### src/rtl/zhang_cnn_mac_pipe.sv
// zhang_cnn_mac_pipe: pipelined signed multiply-accumulate engine with
// requantization (rounding right shift + signed saturation) and a
// valid/ready output that backpressures the whole pipeline.
//
// Ports:
//   ap_clk, ap_rst          clock, asynchronous active-high reset
//   cfg_acc_en              1 = accumulate until in_last, 0 = bypass (per beat)
//   in_valid / in_ready     input handshake (in_ready is combinational)
//   din0, din1              signed operands
//   in_last                 closes an accumulation group
//   in_shift                requant shift, taken from the group-closing beat
//   out_valid / out_ready   output handshake
//   out_data, out_sat       requantized result and its clip flag
module zhang_cnn_mac_pipe #(
    parameter int unsigned DIN0_WIDTH  = 16,
    parameter int unsigned DIN1_WIDTH  = 16,
    parameter int unsigned MUL_STAGES  = 2,
    parameter int unsigned ACC_WIDTH   = 40,
    parameter int unsigned OUT_WIDTH   = 16,
    parameter int unsigned SHIFT_WIDTH = 6
) (
    input  logic                          ap_clk,
    input  logic                          ap_rst,
    input  logic                          cfg_acc_en,
    input  logic                          in_valid,
    output logic                          in_ready,
    input  logic signed [DIN0_WIDTH-1:0]  din0,
    input  logic signed [DIN1_WIDTH-1:0]  din1,
    input  logic                          in_last,
    input  logic        [SHIFT_WIDTH-1:0] in_shift,
    output logic                          out_valid,
    input  logic                          out_ready,
    output logic signed [OUT_WIDTH-1:0]   out_data,
    output logic                          out_sat
);

    localparam int unsigned PW = DIN0_WIDTH + DIN1_WIDTH;
    localparam int unsigned RW = ACC_WIDTH + 1;
    localparam int unsigned LS = MUL_STAGES - 1;

    logic stall;

    logic signed [PW-1:0]          prod_c;
    logic signed [PW-1:0]          m_prod  [MUL_STAGES];
    logic        [SHIFT_WIDTH-1:0] m_shift [MUL_STAGES];
    logic        [MUL_STAGES-1:0]  m_valid;
    logic        [MUL_STAGES-1:0]  m_close;

    logic signed [ACC_WIDTH-1:0]   acc_q;
    logic signed [ACC_WIDTH-1:0]   sum_c;
    logic signed [ACC_WIDTH-1:0]   sum_q;
    logic        [SHIFT_WIDTH-1:0] sum_shift_q;
    logic                          sum_valid_q;

    logic signed [RW-1:0]          sum_ext_c;
    logic signed [RW-1:0]          rnd_c;
    logic signed [RW-1:0]          r_c;
    logic                          pos_ovf_c;
    logic                          neg_ovf_c;
    logic signed [OUT_WIDTH-1:0]   q_c;

    // A held result freezes every stage, accumulator included.
    assign stall    = out_valid && !out_ready;
    assign in_ready = !stall;

    assign prod_c = PW'(din0) * PW'(din1);

    // Multiplier pipeline; close flag and shift ride along with the product.
    always_ff @(posedge ap_clk or posedge ap_rst) begin
        if (ap_rst) begin
            for (int i = 0; i < int'(MUL_STAGES); i++) begin
                m_prod[i]  <= '0;
                m_shift[i] <= '0;
            end
            m_valid <= '0;
            m_close <= '0;
        end else if (!stall) begin
            m_prod[0]  <= prod_c;
            m_shift[0] <= in_shift;
            m_valid[0] <= in_valid;
            m_close[0] <= in_last || !cfg_acc_en;
            for (int i = 1; i < int'(MUL_STAGES); i++) begin
                m_prod[i]  <= m_prod[i-1];
                m_shift[i] <= m_shift[i-1];
                m_valid[i] <= m_valid[i-1];
                m_close[i] <= m_close[i-1];
            end
        end
    end

    // Wraps modulo 2^ACC_WIDTH by construction.
    assign sum_c = acc_q + ACC_WIDTH'(m_prod[LS]);

    // Accumulate stage: a closing beat forwards its sum and clears acc.
    always_ff @(posedge ap_clk or posedge ap_rst) begin
        if (ap_rst) begin
            acc_q       <= '0;
            sum_q       <= '0;
            sum_shift_q <= '0;
            sum_valid_q <= 1'b0;
        end else if (!stall) begin
            sum_valid_q <= m_valid[LS] && m_close[LS];
            if (m_valid[LS]) begin
                if (m_close[LS]) begin
                    sum_q       <= sum_c;
                    sum_shift_q <= m_shift[LS];
                    acc_q       <= '0;
                end else begin
                    acc_q <= sum_c;
                end
            end
        end
    end

    // Rounding shift in one extra bit so the rounding add cannot overflow.
    always_comb begin
        sum_ext_c = RW'(sum_q);
        rnd_c     = '0;
        r_c       = sum_ext_c;
        if (sum_shift_q == '0) begin
            r_c = sum_ext_c;
        end else if (32'(sum_shift_q) >= ACC_WIDTH) begin
            r_c = sum_q[ACC_WIDTH-1] ? '1 : '0;
        end else begin
            rnd_c = sum_ext_c + (RW'(1) << (sum_shift_q - SHIFT_WIDTH'(1)));
            r_c   = rnd_c >>> sum_shift_q;
        end
    end

    // Out of range when the bits above the output sign bit are not a pure sign extension.
    always_comb begin
        pos_ovf_c = !r_c[RW-1] && (|r_c[RW-2:OUT_WIDTH-1]);
        neg_ovf_c = r_c[RW-1] && !(&r_c[RW-2:OUT_WIDTH-1]);
        q_c       = r_c[OUT_WIDTH-1:0];
        if (pos_ovf_c) begin
            q_c = {1'b0, {(OUT_WIDTH-1){1'b1}}};
        end else if (neg_ovf_c) begin
            q_c = {1'b1, {(OUT_WIDTH-1){1'b0}}};
        end
    end

    // Output register; a bubble loads zeros once the current result is taken.
    always_ff @(posedge ap_clk or posedge ap_rst) begin
        if (ap_rst) begin
            out_valid <= 1'b0;
            out_data  <= '0;
            out_sat   <= 1'b0;
        end else if (!stall) begin
            out_valid <= sum_valid_q;
            out_data  <= sum_valid_q ? q_c : '0;
            out_sat   <= sum_valid_q && (pos_ovf_c || neg_ovf_c);
        end
    end

endmodule

### config.mk
export PLATFORM = sky130hd
export DESIGN_NAME = zhang_cnn_mac_pipe
export DESIGN_NICKNAME = d
export VERILOG_FILES = /design/src/rtl/zhang_cnn_mac_pipe.sv
export SDC_FILE = /design/constraint.sdc
export NUM_CORES = 2
export LEC_CHECK = 0
export CAP_MARGIN = 10
export CORE_ASPECT_RATIO = 2
export CORE_MARGIN = 8
export CORE_UTILIZATION = 45
export DETAILED_ROUTE_END_ITERATION = 10
export MAX_ROUTING_LAYER = met4
export PLACE_DENSITY = 0.59
export SLEW_MARGIN = 25
export SYNTH_ARGS = -nofsm -noshare
export SYNTH_HDL_FRONTEND = slang
export SYNTH_SLANG_ARGS = --single-unit
### constraint.sdc
create_clock -name ap_clk -period 12.9 [get_ports ap_clk]
set_input_delay 1.935 -clock ap_clk [delete_from_list [all_inputs] [get_ports ap_clk]]
set_output_delay 1.935 -clock ap_clk [all_outputs]
set_load 0.1 [all_outputs]
==> summary.txt <==
number of flops mapped to enable cells by yosys = 0
Ys Warns = 0
first drt pass iteration count = 5
final hold violations = 0
unrepaired setup endpoints after global routing = false
final setup fails = 0
total grt overflow = 0
met3 GRT Util = 2.33%
Slew HR = 34.3%
Antenna Cells = 0
Max Freq = 115 MHz
CTS Buf Count = 17
cts hold-fix bufs = 0
most frequent cell after synthesis = nand2_1
ys flop type = dfrtp_1
period utilization = 67.3%
GR Layer Usage met2 = 40.0%
clk slew on worst S/H paths = 0.08 ns
met1 Usage GRT = 32.0%
synth unique cells = 97
WL/cell = 20.5 um
busiest layer in global routing = met2
clk buf depth = 2
synth-to-layout area growth = 7.02%
routability cong. = 0.980
MaxCap Viol Count = 0
pin count of the biggest net entering global routing = 114
first-pass GRT wire length = 124000 um
Global Route Usage Sum = 24.6%
post-cts sizing count = 0
Critical Path Source Type = input pin
Max Fanout on Critical Path = 16
Worst-Margin Slew = 0.982 ns
Final Skew = 0.0162 ns
Top-Level Pins = 63
Post CTS Setup Buffer Count = 0
clk sinks = 185
Initial DRC Count = 1774
clk_lat worst skew = 0.45 ns
crit end category = flop
Gate Count Post-Synth = 3044
Final ANT Viol Nets = 0
Slew Limit Fails = 0
clock root buffer master = clkbuf_16
WS Path Type = input pin to flop
initial core utilization = 45.1%
Rows = 124
number of global-route vias before repair = 22130
min Tclk post-route = 8.68 ns
# nets final = 3467
Area contributors post-synth = fa_1 21%, dfrtp_1 18%, ha_1 7.9%, nand2_1 6.7%, inv_1 4.7%
vias = 22251
CP arrival = 9.01 ns
antenna violations before repair = 0
DRC Markers = 0
Mapped Avg Cell Area = 8.42 um2
chip height = 354 um
port bufs = 62
#FFs+latches synth = 185
via/cell ratio = 5.91
post-route setup TNS = 0 ns
sequential share of the synthesized area = 18.1%
syn_nets = 3513
die width = 185 um
status = complete, no violations
fill cell count = 5688
core box area = 0.0568 mm2
Commonest cells post-synth = 458 x nand2_1, 321 x inv_1, 264 x fa_1, 205 x nor2_1, 185 x dfrtp_1
Yosys top cell by area = fa_1
Yosys top cell area share = 20.6%
Post-DP HPWL = 60300 um
Routed WL = 77200 um
H-tree levels = 4
asr flop ratio synth = 100%
DIE AREA = 0.0653 mm2
Mapped Area = 0.0256 mm2
Min-Delay Path Class = flop to flop
critical path data required time = 13.23 ns
ratio of cells with drive above 1 in the final layout = 6.11%
TritonCTS clock tree = built
[final timing paths]
path,from,to,slack (ns),depth (start not counted)
worst max-delay path,din0[10],m_prod[63],4.22,25
max in group asynchronous,ap_rst,m_prod[5],9.42,3
worst min-delay path,m_shift[2],m_shift[2],0.46,2
worst max register to register,sum_shift_q[0],out_data[0],4.45,20
min in group asynchronous,ap_rst,sum_shift_q[2],1.94,2
worst min register to register,m_shift[2],m_shift[2],0.46,2
[flip-flops by register name (all words and copies together), names as in the netlist]
register and cells:
sum_q 40, sum_valid_q 1, m_close 2, m_prod 64, out_data 16, out_sat 1, m_valid 2, sum_shift_q 6
out_valid 1, m_shift 12, acc_q 40
[kinds of logic after synthesis]
| group | count (synthesis) | synth area share (%) |
|---|---|---|
| mux | 96 | 4.41 |
| xor+xnor | 94 | 3.21 |
| fa+ha+maj | 425 | 28.5 |
| simple gates | 1084 | 19.8 |
| compound gates | 681 | 18.8 |
| flops | 185 | 18.1 |
| buf+inv | 479 | 7.20 |
[area by class of cell]
class                           instances  area [um2]  share of cell area [%]
Timing Repair Buffer                   89         823                    3.00
Tap cell                              756         946                    3.45
Clock inverter                         14         173                   0.630
Clock buffer                           18         439                    1.60
Sequential cell                       185        4630                    16.9
Multi-Input combinational cell       2380       19200                    70.0
Inverter                              325        1230                    4.48
[per-stage QoR]
step | worst slack (ns) | cells | util [%] | hold WS, ns | area [um2]
2_1_floorplan | 5.06 | 3044 | - | 0.435 | 25600
3_3_place_gp | 3.86 | 3735 | 47.2 | 0.447 | 26800
3_5_place_dp | 3.77 | 3735 | 47.2 | 0.452 | 26800
4_1_cts | 4.22 | 3767 | 48.3 | 0.470 | 27400
5_1_grt | 3.69 | 3767 | 48.3 | 0.499 | 27400
6_report | 4.22 | 3767 | 48.3 | 0.464 | 27400
[cell usage in the layout, fill, tap and decap left out, types with 19 or more instances in the layout]
cell             instances
nand2b_1                34
mux2i_1                 32
and3_1                  22
xor2_1                  26
nand3_1                 49
mux2_2                  56
and2_1                 127
a21oi_1                168
xnor2_1                 68
dfrtp_1                184
a21o_1                  44
buf_4                   27
o21ai_0                 94
or3_1                   20
inv_1                  320
o211ai_1                23
nand2_1                458
ha_1                   161
clkdlybuf4s50_1         62
nor2_1                 203
nor3_1                  61
a31oi_1                 32
a22o_1                  36
o21bai_1                19
a211oi_1                44
nor2b_1                 19
fa_1                   264
nand4_1                 28
[metal layers]
metal | part of all wire, % | vias to the layer above | wire length (um)
met1 | 43 | 11185 | 33200
li1 | - | 10358 | -
met4 | 3.4 | 0 | 2590
met5 | 0 | - | 0
met2 | 49 | 590 | 37900
met3 | 4.5 | 118 | 3450
[critical path, cell delays in order]
cell,delay (ns)
clkdlybuf4s50_1,0.91
nand2_1,0.17
fa_1,0.56
inv_1,0.05
fa_1,0.52
inv_1,0.05
fa_1,0.50
fa_1,0.55
inv_1,0.05
fa_1,0.47
inv_1,0.05
fa_1,0.48
inv_1,0.04
ha_1,0.33
nand3_1,0.11
o31a_1,0.27
a21oi_1,0.25
a21oi_1,0.19
a21oi_1,0.23
nor2b_1,0.21
nor2_1,0.07
a21oi_1,0.32
a21oi_1,0.17
and4b_1,0.21
o41ai_1,0.30
Power is not shown: default switching activity piles up to over one toggle a cycle in this logic, so the estimate is an artifact.
